File: config.mk
export PLATFORM = sky130hd
export DESIGN_NAME = jtframe_sdram_sched_flat
export DESIGN_NICKNAME = d
export VERILOG_FILES = /design/src/rtl/jtframe_sdram_sched_pkg.sv /design/src/rtl/jtframe_sdram_sched_if.sv /design/src/rtl/jtframe_rr_arb.sv /design/src/rtl/jtframe_sdram_sched.sv /design/src/flat_wrapper.sv
export SDC_FILE = /design/constraint.sdc
export NUM_CORES = 1
export LEC_CHECK = 0
export ABC_AREA = 1
export BUFFER_PORTS_ARGS = -buffer_cell sky130_fd_sc_hd__buf_2
export CAP_MARGIN = 20
export CORE_AREA = 2 2 117 119
export CTS_CLUSTER_DIAMETER = 120
export DETAILED_ROUTE_END_ITERATION = 8
export DIE_AREA = 0 0 119 121
export GPL_TIMING_DRIVEN = 0
export PLACE_DENSITY = 0.72
export REMOVE_ABC_BUFFERS = 1
export SLEW_MARGIN = 5
export SYNTH_ARGS = -nofsm -noshare
export SYNTH_HDL_FRONTEND = slang
export SYNTH_SLANG_ARGS = --single-unit
File: constraint.sdc
create_clock -name clk -period 4.4 [get_ports clk]
set_clock_uncertainty 0.1 [all_clocks]
set_input_delay 0 -clock clk [delete_from_list [all_inputs] [get_ports clk]]
set_output_delay 0 -clock clk [all_outputs]
set_load 0.02 [all_outputs]
File: src/rtl/jtframe_sdram_sched_pkg.sv
// jtframe_sdram_sched_pkg
// Shared types and constants for the SDRAM request scheduler:
//   state_t      - scheduler FSM states (IDLE, ISSUE, WAIT)
//   NBANK        - number of game bank request ports
//   OWN_PROG     - owner code of the ROM-download port (banks use 0..3)
//   owner_onehot - owner code to {prog, bank3..bank0} one-hot vector
package jtframe_sdram_sched_pkg;

    typedef enum logic [1:0] {
        IDLE  = 2'd0,
        ISSUE = 2'd1,
        WAIT  = 2'd2
    } state_t;

    localparam int NBANK = 4;
    localparam logic [2:0] OWN_PROG = 3'd4;

    function automatic logic [NBANK:0] owner_onehot(input logic [2:0] owner);
        owner_onehot = (NBANK+1)'(1) << owner;
    endfunction

endpackage

File: src/rtl/jtframe_sdram_sched_if.sv
// jtframe_sdram_sched_if
// Single-command bus between the scheduler and the SDRAM engine.
//   cmd_vld/cmd_rdy   - command handshake (accepted when both high)
//   cmd_ba/cmd_addr   - target bank and word address
//   cmd_wr            - 1 = write
//   cmd_din/cmd_dsn   - write data and active-low byte strobes
//   cmd_done/cmd_dout - one-cycle completion pulse and read data
// Modports: master = scheduler side, slave = engine side.
interface jtframe_sdram_sched_if #(
    parameter int SDRAMW = 22
);
    logic              cmd_vld;
    logic              cmd_rdy;
    logic [1:0]        cmd_ba;
    logic [SDRAMW-1:0] cmd_addr;
    logic              cmd_wr;
    logic [15:0]       cmd_din;
    logic [1:0]        cmd_dsn;
    logic              cmd_done;
    logic [15:0]       cmd_dout;

    modport master (
        output cmd_vld, cmd_ba, cmd_addr, cmd_wr, cmd_din, cmd_dsn,
        input  cmd_rdy, cmd_done, cmd_dout
    );

    modport slave (
        input  cmd_vld, cmd_ba, cmd_addr, cmd_wr, cmd_din, cmd_dsn,
        output cmd_rdy, cmd_done, cmd_dout
    );
endinterface

File: src/rtl/jtframe_rr_arb.sv
// jtframe_rr_arb
// Purely combinational 4-way round-robin picker.
//   req - request vector, one bit per bank
//   ptr - bank with highest priority this round
//   gnt - one-hot grant: first requesting bank at or after ptr (mod 4)
//   vld - at least one request present
module jtframe_rr_arb (
    input  logic [3:0] req,
    input  logic [1:0] ptr,
    output logic [3:0] gnt,
    output logic       vld
);
    logic [1:0] idx;

    // Scan from the farthest offset back to the pointer so the closest
    // requester at or after ptr is the last, and therefore winning, write.
    always_comb begin
        gnt = '0;
        idx = '0;
        for (int i = 3; i >= 0; i--) begin
            idx = ptr + 2'(i);
            if (req[idx]) begin
                gnt      = '0;
                gnt[idx] = 1'b1;
            end
        end
    end

    assign vld = |req;

endmodule

File: src/rtl/jtframe_sdram_sched.sv
// jtframe_sdram_sched
// Scheduler between four game bank ports plus the ROM-download (prog) port
// and a single-command SDRAM engine. One command outstanding at a time;
// banks are served round-robin, prog has exclusive access while prog_en=1.
// Ports:
//   clk, rst_n          - clock, asynchronous active-low reset
//   ba_addr/rd/wr/din/dsn - packed bank requests (bank n in slice n)
//   ba_ack, ba_rdy      - per-bank accept / completion pulses
//   prog_*              - download port requests, prog_ack/prog_rdy pulses
//   dout                - read data of the last completed read
//   cmd                 - engine bus (jtframe_sdram_sched_if.master)
//   err                 - sticky watchdog flag
// Macro JTFRAME_SDRAM_SCHED_WDOG_EN enables the WAIT-state watchdog
// (TOUT cycles); without it err is tied 0 and WAIT has no time limit.
module jtframe_sdram_sched
    import jtframe_sdram_sched_pkg::*;
#(
    parameter int SDRAMW = 22,
    parameter int TOUT   = 255
) (
    input  logic                  clk,
    input  logic                  rst_n,
    input  logic [4*SDRAMW-1:0]   ba_addr,
    input  logic [3:0]            ba_rd,
    input  logic [3:0]            ba_wr,
    input  logic [63:0]           ba_din,
    input  logic [7:0]            ba_dsn,
    output logic [3:0]            ba_ack,
    output logic [3:0]            ba_rdy,
    input  logic                  prog_en,
    input  logic [SDRAMW-1:0]     prog_addr,
    input  logic [1:0]            prog_ba,
    input  logic                  prog_rd,
    input  logic                  prog_we,
    input  logic [15:0]           prog_data,
    input  logic [1:0]            prog_mask,
    output logic                  prog_ack,
    output logic                  prog_rdy,
    output logic [15:0]           dout,
    jtframe_sdram_sched_if.master cmd,
    output logic                  err
);
    state_t            state_reg, state_next;
    logic [1:0]        ptr_reg, ptr_next;
    logic [2:0]        owner_reg, owner_next;
    logic [1:0]        ba_reg, ba_next;
    logic [SDRAMW-1:0] addr_reg, addr_next;
    logic              wr_reg, wr_next;
    logic [15:0]       din_reg, din_next;
    logic [1:0]        dsn_reg, dsn_next;
    logic [NBANK:0]    rdy_reg, rdy_next;
    logic [15:0]       dout_reg, dout_next;
`ifdef JTFRAME_SDRAM_SCHED_WDOG_EN
    logic [7:0]        cnt_reg, cnt_next;
    logic              err_reg, err_next;
`endif

    logic [NBANK-1:0]  gnt;
    logic              gnt_vld;
    logic              accept;

    jtframe_rr_arb u_arb (
        .req (ba_rd | ba_wr),
        .ptr (ptr_reg),
        .gnt (gnt),
        .vld (gnt_vld)
    );

    assign accept = (state_reg == ISSUE) && cmd.cmd_rdy;

    always_comb begin
        state_next = state_reg;
        ptr_next   = ptr_reg;
        owner_next = owner_reg;
        ba_next    = ba_reg;
        addr_next  = addr_reg;
        wr_next    = wr_reg;
        din_next   = din_reg;
        dsn_next   = dsn_reg;
        rdy_next   = '0;
        dout_next  = dout_reg;
`ifdef JTFRAME_SDRAM_SCHED_WDOG_EN
        cnt_next   = cnt_reg;
        err_next   = err_reg;
`endif
        case (state_reg)
            IDLE: begin
                if (prog_en) begin
                    // Download owns the bus: bank requests are not looked at.
                    if (prog_rd | prog_we) begin
                        state_next = ISSUE;
                        owner_next = OWN_PROG;
                        ba_next    = prog_ba;
                        addr_next  = prog_addr;
                        wr_next    = prog_we;
                        din_next   = prog_data;
                        dsn_next   = prog_mask;
                    end
                end else if (gnt_vld) begin
                    state_next = ISSUE;
                    for (int i = 0; i < NBANK; i++) begin
                        if (gnt[i]) begin
                            owner_next = 3'(i);
                            ba_next    = 2'(i);
                            addr_next  = ba_addr[i*SDRAMW +: SDRAMW];
                            wr_next    = ba_wr[i];
                            din_next   = ba_din[i*16 +: 16];
                            dsn_next   = ba_dsn[i*2 +: 2];
                            ptr_next   = 2'(i + 1);
                        end
                    end
                end
            end
            ISSUE: begin
                if (cmd.cmd_rdy) begin
                    state_next = WAIT;
`ifdef JTFRAME_SDRAM_SCHED_WDOG_EN
                    cnt_next   = '0;
`endif
                end
            end
            WAIT: begin
                if (cmd.cmd_done) begin
                    state_next = IDLE;
                    rdy_next   = owner_onehot(owner_reg);
                    if (!wr_reg) dout_next = cmd.cmd_dout;
                end
`ifdef JTFRAME_SDRAM_SCHED_WDOG_EN
                // The count reaches TOUT on this edge: give up, release the
                // owner with a rdy pulse and leave dout untouched.
                else if (cnt_reg == 8'(TOUT - 1)) begin
                    state_next = IDLE;
                    rdy_next   = owner_onehot(owner_reg);
                    err_next   = 1'b1;
                end else begin
                    cnt_next   = cnt_reg + 8'd1;
                end
`endif
            end
            default: state_next = IDLE;
        endcase
    end

    always_ff @(posedge clk or negedge rst_n) begin
        if (!rst_n) begin
            state_reg <= IDLE;
            ptr_reg   <= '0;
            owner_reg <= '0;
            ba_reg    <= '0;
            addr_reg  <= '0;
            wr_reg    <= 1'b0;
            din_reg   <= '0;
            dsn_reg   <= 2'b11;
            rdy_reg   <= '0;
            dout_reg  <= '0;
        end else begin
            state_reg <= state_next;
            ptr_reg   <= ptr_next;
            owner_reg <= owner_next;
            ba_reg    <= ba_next;
            addr_reg  <= addr_next;
            wr_reg    <= wr_next;
            din_reg   <= din_next;
            dsn_reg   <= dsn_next;
            rdy_reg   <= rdy_next;
            dout_reg  <= dout_next;
        end
    end

`ifdef JTFRAME_SDRAM_SCHED_WDOG_EN
    always_ff @(posedge clk or negedge rst_n) begin
        if (!rst_n) begin
            cnt_reg <= '0;
            err_reg <= 1'b0;
        end else begin
            cnt_reg <= cnt_next;
            err_reg <= err_next;
        end
    end
    assign err = err_reg;
`else
    assign err = 1'b0;
`endif

    // Ack is combinational so it lands in the very cycle the engine accepts.
    for (genvar gi = 0; gi < NBANK; gi++) begin : g_bank
        assign ba_ack[gi] = accept && (owner_reg == 3'(gi));
        assign ba_rdy[gi] = rdy_reg[gi];
    end
    assign prog_ack = accept && (owner_reg == OWN_PROG);
    assign prog_rdy = rdy_reg[NBANK];

    assign dout         = dout_reg;
    assign cmd.cmd_vld  = (state_reg == ISSUE);
    assign cmd.cmd_ba   = ba_reg;
    assign cmd.cmd_addr = addr_reg;
    assign cmd.cmd_wr   = wr_reg;
    assign cmd.cmd_din  = din_reg;
    assign cmd.cmd_dsn  = dsn_reg;

endmodule

File: src/flat_wrapper.sv
// flat-port wrapper written by rule: the top's interface ports become plain ports
module jtframe_sdram_sched_flat import jtframe_sdram_sched_pkg::*;
#(
    parameter int SDRAMW = 22,
    parameter int TOUT   = 255
)
  (clk, rst_n, ba_addr, ba_rd, ba_wr, ba_din, ba_dsn, ba_ack, ba_rdy, prog_en, prog_addr, prog_ba, prog_rd, prog_we, prog_data, prog_mask, prog_ack, prog_rdy, dout, err, cmd_cmd_vld, cmd_cmd_ba, cmd_cmd_addr, cmd_cmd_wr, cmd_cmd_din, cmd_cmd_dsn, cmd_cmd_rdy, cmd_cmd_done, cmd_cmd_dout);
  jtframe_sdram_sched_if #(.SDRAMW(SDRAMW)) cmd_i ();
  input  logic clk;
  input  logic rst_n;
  input  logic [4*SDRAMW-1:0] ba_addr;
  input  logic [3:0] ba_rd;
  input  logic [3:0] ba_wr;
  input  logic [63:0] ba_din;
  input  logic [7:0] ba_dsn;
  output logic [3:0] ba_ack;
  output logic [3:0] ba_rdy;
  input  logic prog_en;
  input  logic [SDRAMW-1:0] prog_addr;
  input  logic [1:0] prog_ba;
  input  logic prog_rd;
  input  logic prog_we;
  input  logic [15:0] prog_data;
  input  logic [1:0] prog_mask;
  output logic prog_ack;
  output logic prog_rdy;
  output logic [15:0] dout;
  output logic err;
  output wire logic [$bits(cmd_i.cmd_vld)-1:0] cmd_cmd_vld;
  output wire logic [$bits(cmd_i.cmd_ba)-1:0] cmd_cmd_ba;
  output wire logic [$bits(cmd_i.cmd_addr)-1:0] cmd_cmd_addr;
  output wire logic [$bits(cmd_i.cmd_wr)-1:0] cmd_cmd_wr;
  output wire logic [$bits(cmd_i.cmd_din)-1:0] cmd_cmd_din;
  output wire logic [$bits(cmd_i.cmd_dsn)-1:0] cmd_cmd_dsn;
  input wire logic [$bits(cmd_i.cmd_rdy)-1:0] cmd_cmd_rdy;
  input wire logic [$bits(cmd_i.cmd_done)-1:0] cmd_cmd_done;
  input wire logic [$bits(cmd_i.cmd_dout)-1:0] cmd_cmd_dout;
  assign cmd_cmd_vld = cmd_i.cmd_vld;
  assign cmd_cmd_ba = cmd_i.cmd_ba;
  assign cmd_cmd_addr = cmd_i.cmd_addr;
  assign cmd_cmd_wr = cmd_i.cmd_wr;
  assign cmd_cmd_din = cmd_i.cmd_din;
  assign cmd_cmd_dsn = cmd_i.cmd_dsn;
  assign cmd_i.cmd_rdy = cmd_cmd_rdy;
  assign cmd_i.cmd_done = cmd_cmd_done;
  assign cmd_i.cmd_dout = cmd_cmd_dout;
  jtframe_sdram_sched #(.SDRAMW(SDRAMW), .TOUT(TOUT)) u_core (.clk(clk), .rst_n(rst_n), .ba_addr(ba_addr), .ba_rd(ba_rd), .ba_wr(ba_wr), .ba_din(ba_din), .ba_dsn(ba_dsn), .ba_ack(ba_ack), .ba_rdy(ba_rdy), .prog_en(prog_en), .prog_addr(prog_addr), .prog_ba(prog_ba), .prog_rd(prog_rd), .prog_we(prog_we), .prog_data(prog_data), .prog_mask(prog_mask), .prog_ack(prog_ack), .prog_rdy(prog_rdy), .dout(dout), .cmd(cmd_i), .err(err));
endmodule
==> results.cfg <==
[pwr]
power.density_nw_per_um2 = 805
total_power_w = 0.00662
leakage_nw = 4.69
vdd_drop_max_v = 0.000456

[global_route]
grt_antenna_before_repair = 0
first_global_vias = 6477
groute.usage.overall_pct = 26.7
grt_max_degree = 85
grt_pass1_wl_mm = 31.1
gr-total-overflow = 0

[die]
die_x_um = 119
ios = 304
die_h_um = 121
num_rows = 42
die_area_um2 = 14400
core_um2 = 13100
start_util_pct = 39.8

[route]
routed_wl_mm = 19.1
vias = 6681
drt_iter0_markers = 352
wl_per_cell_um = 13.6
drc = 0
drt_first_pass_iters = 5
ant_nets = 0
vias_per_cell = 4.76

[yosys]
synthAdderAreaFrac_pct = 1.44
yosysSeqAreaShare_pct = 34.2
synth_compound_area_share_pct = 1.73
ys_types = 25
synth_seq_cells = 71
synth_xor_area_share_pct = 0
synthesis.area_um2 = 5210
synth_simple_gate_area_share_pct = 49.6
synth_top_family_by_area = simple AND/OR/NAND/NOR gates
synth_warnings = 0
syn_area_per_cell_um2 = 6.11
synthCells = 852
synth_mux_area_share_pct = 3.46

[clock_tree]
post_cts_buffers = 0
insertion_delay_ns = 0.33
clk_pin_slew_worst_paths_ns = 0.06
clockRootBuffer = clkbuf_16
cts_num_sinks = 71
htreeDepth = 3
numCtsBuffers = 9
tritoncts = built
cts.path.max_buffers = 2

[place]
place_ws_ns = 0.592
post_dp_cell_area_um2 = 6770
port_buffers = 302
hpwl_mm = 12.4
gp_congestion = 0.830

[cells_and_area]
seqCellArea_um2 = 1780
insertedDiodeCount = 0
largest_reg_flops = 22
n_fill_cell = 1239
num-nets-final = 1463
layout_common_cells = nand2_1, buf_2, nand3_1
area_growth_pct = 58.0
fin_area_um2 = 8230
layout_commonest_cell = nand2_1
layout-drive-gt1-share_pct = 29.0
multiInputGateArea_um2 = 2970

[sta]
finalSetupViolCount = 0
timing.fmax_mhz = 246
rsz0062_at_grt = false
finalHoldViolCount = 0
setup_slack_ns = 0.333
worst_slew_pin_slew_ns = 0.866
maxSlewHeadroom_pct = 42.2
min_period_over_period_pct = 92.4
period_minus_slack_ns = 4.07
drv_slew = 0

[run_status]
outcome = finished clean

[worst_setup_path]
cp.arrival_ns = 4.18
cp-end-kind = register
rrSetupSlack_ns = 0.33
path_cells = inv_2 -> ha_1 -> inv_1 -> nand3_1 -> nand2_2 -> a21oi_2 -> nand2_1 -> nand2_4 -> nand2_1 -> inv_2 -> nand3_2 -> nand2_4 -> buf_12 -> nor2_1 -> nand2_1 -> dlygate4sd3_1 -> nand2_1
startpoint_type = register
cp_common_cell = nand2_1
cp_max_fo = 44
slowest_delay_ns = 0.55
crit_required_ns = 4.52
cp_slowest_cell = dlygate4sd3_1
worstSetupPathType = register to register

[min_path]
hold_path_class = input port to register

[flow_run]
cap_viol_max_count = 0
## per-stage QoR
stage                     utilization, %  setup TNS (ns)  hold slack (ns)  instances
after floorplan                        -               0           -0.396        802
after global placement              51.0          -14.60            0.110       1280
after detailed placement            51.7               0           -0.273       1283
after CTS                           62.7               0           0.0346       1405
after global routing                62.9               0            0.116       1405
final                               62.9               0           0.0421       1405
## kinds of logic (layout without fill, tap and decap cells)
kind of cell	count (synthesis)	count (layout)
AOI/OAI and AO/OA	16	16
buffers and inverters	112	489
and+or+nand+nor	630	630
adders and majority gates	6	6
DFF	71	71
other	1	1
muxes	16	16
## per-layer routing
layer	track usage, %	vias to the layer above	part of all wire [%]
met5	0	-	0
met1	30.8	2970	41
met4	9.38	0	2.5
met3	6.20	35	7.8
met2	48.5	289	49
li1	-	3387	-
## final cells by class
type / instances / area share (%)
Multi-Input combinational cell: 669 / 36.1
Sequential cell: 71 / 21.6
Timing Repair Buffer: 411 / 32.2
Tap cell: 176 / 2.68
Clock inverter: 5 / 1.57
Inverter: 62 / 2.92
Clock buffer: 11 / 2.95
## power breakdown
part / switching [W] / leakage (nW) / internal [W]
clock: 0.000285 / 0.180 / 0.000628
combinational: 0.00295 / 3.64 / 0.00160
sequential: 0.000182 / 0.875 / 0.000976
total: 0.00342 / 4.69 / 0.00320
## what timing repair did
item                       4_1_cts  5_1_grt
gates resized for setup          0        7
setup endpoints to repair        0       41
hold buffers                   106        0
hold endpoints to repair       137        0
## path summary, 6_finish.rpt
check / start / to / cells after the start
max in group asynchronous: rst_n / u_core.cmd.cmd_addr[7] / 3
max reg2reg: u_core.ptr_reg[0] / u_core.cmd.cmd_addr[21] / 17
min in group asynchronous: rst_n / u_core.cmd.cmd_addr[21] / 3
min: prog_rd / u_core.owner_reg[2] / 5
min reg2reg: u_core.cmd.cmd_dsn[1] / u_core.cmd.cmd_dsn[1] / 2
max: u_core.ptr_reg[0] / u_core.cmd.cmd_addr[21] / 17
## critical path: cells and delay by family (launching register included)
| kind | cells | cell delay, ns |
|---|---|---|
| DFF | 1 | 0.53 |
| buffers and inverters | 5 | 1.12 |
| AOI/OAI and AO/OA | 1 | 0.24 |
| and+or+nand+nor | 10 | 1.61 |
| adders and majority gates | 1 | 0.34 |
## cells in the mapped netlist, drive strengths merged
cell	count	area [um2]
mux2	16	180
inv	62	233
buf	37	216
o31ai	1	7.51
nand3	144	726
dfstp	2	52.6
nand4	1	6.26
conb	1	3.75
a21oi	11	62.6
dfrtp	69	1730
o21ai	4	20.0
nand3b	1	7.51
nor2	101	379
clkbuf	13	48.8
or2	2	12.5
nand2	381	1450
ha	6	75.1
Power figures use the tool's default switching activity.
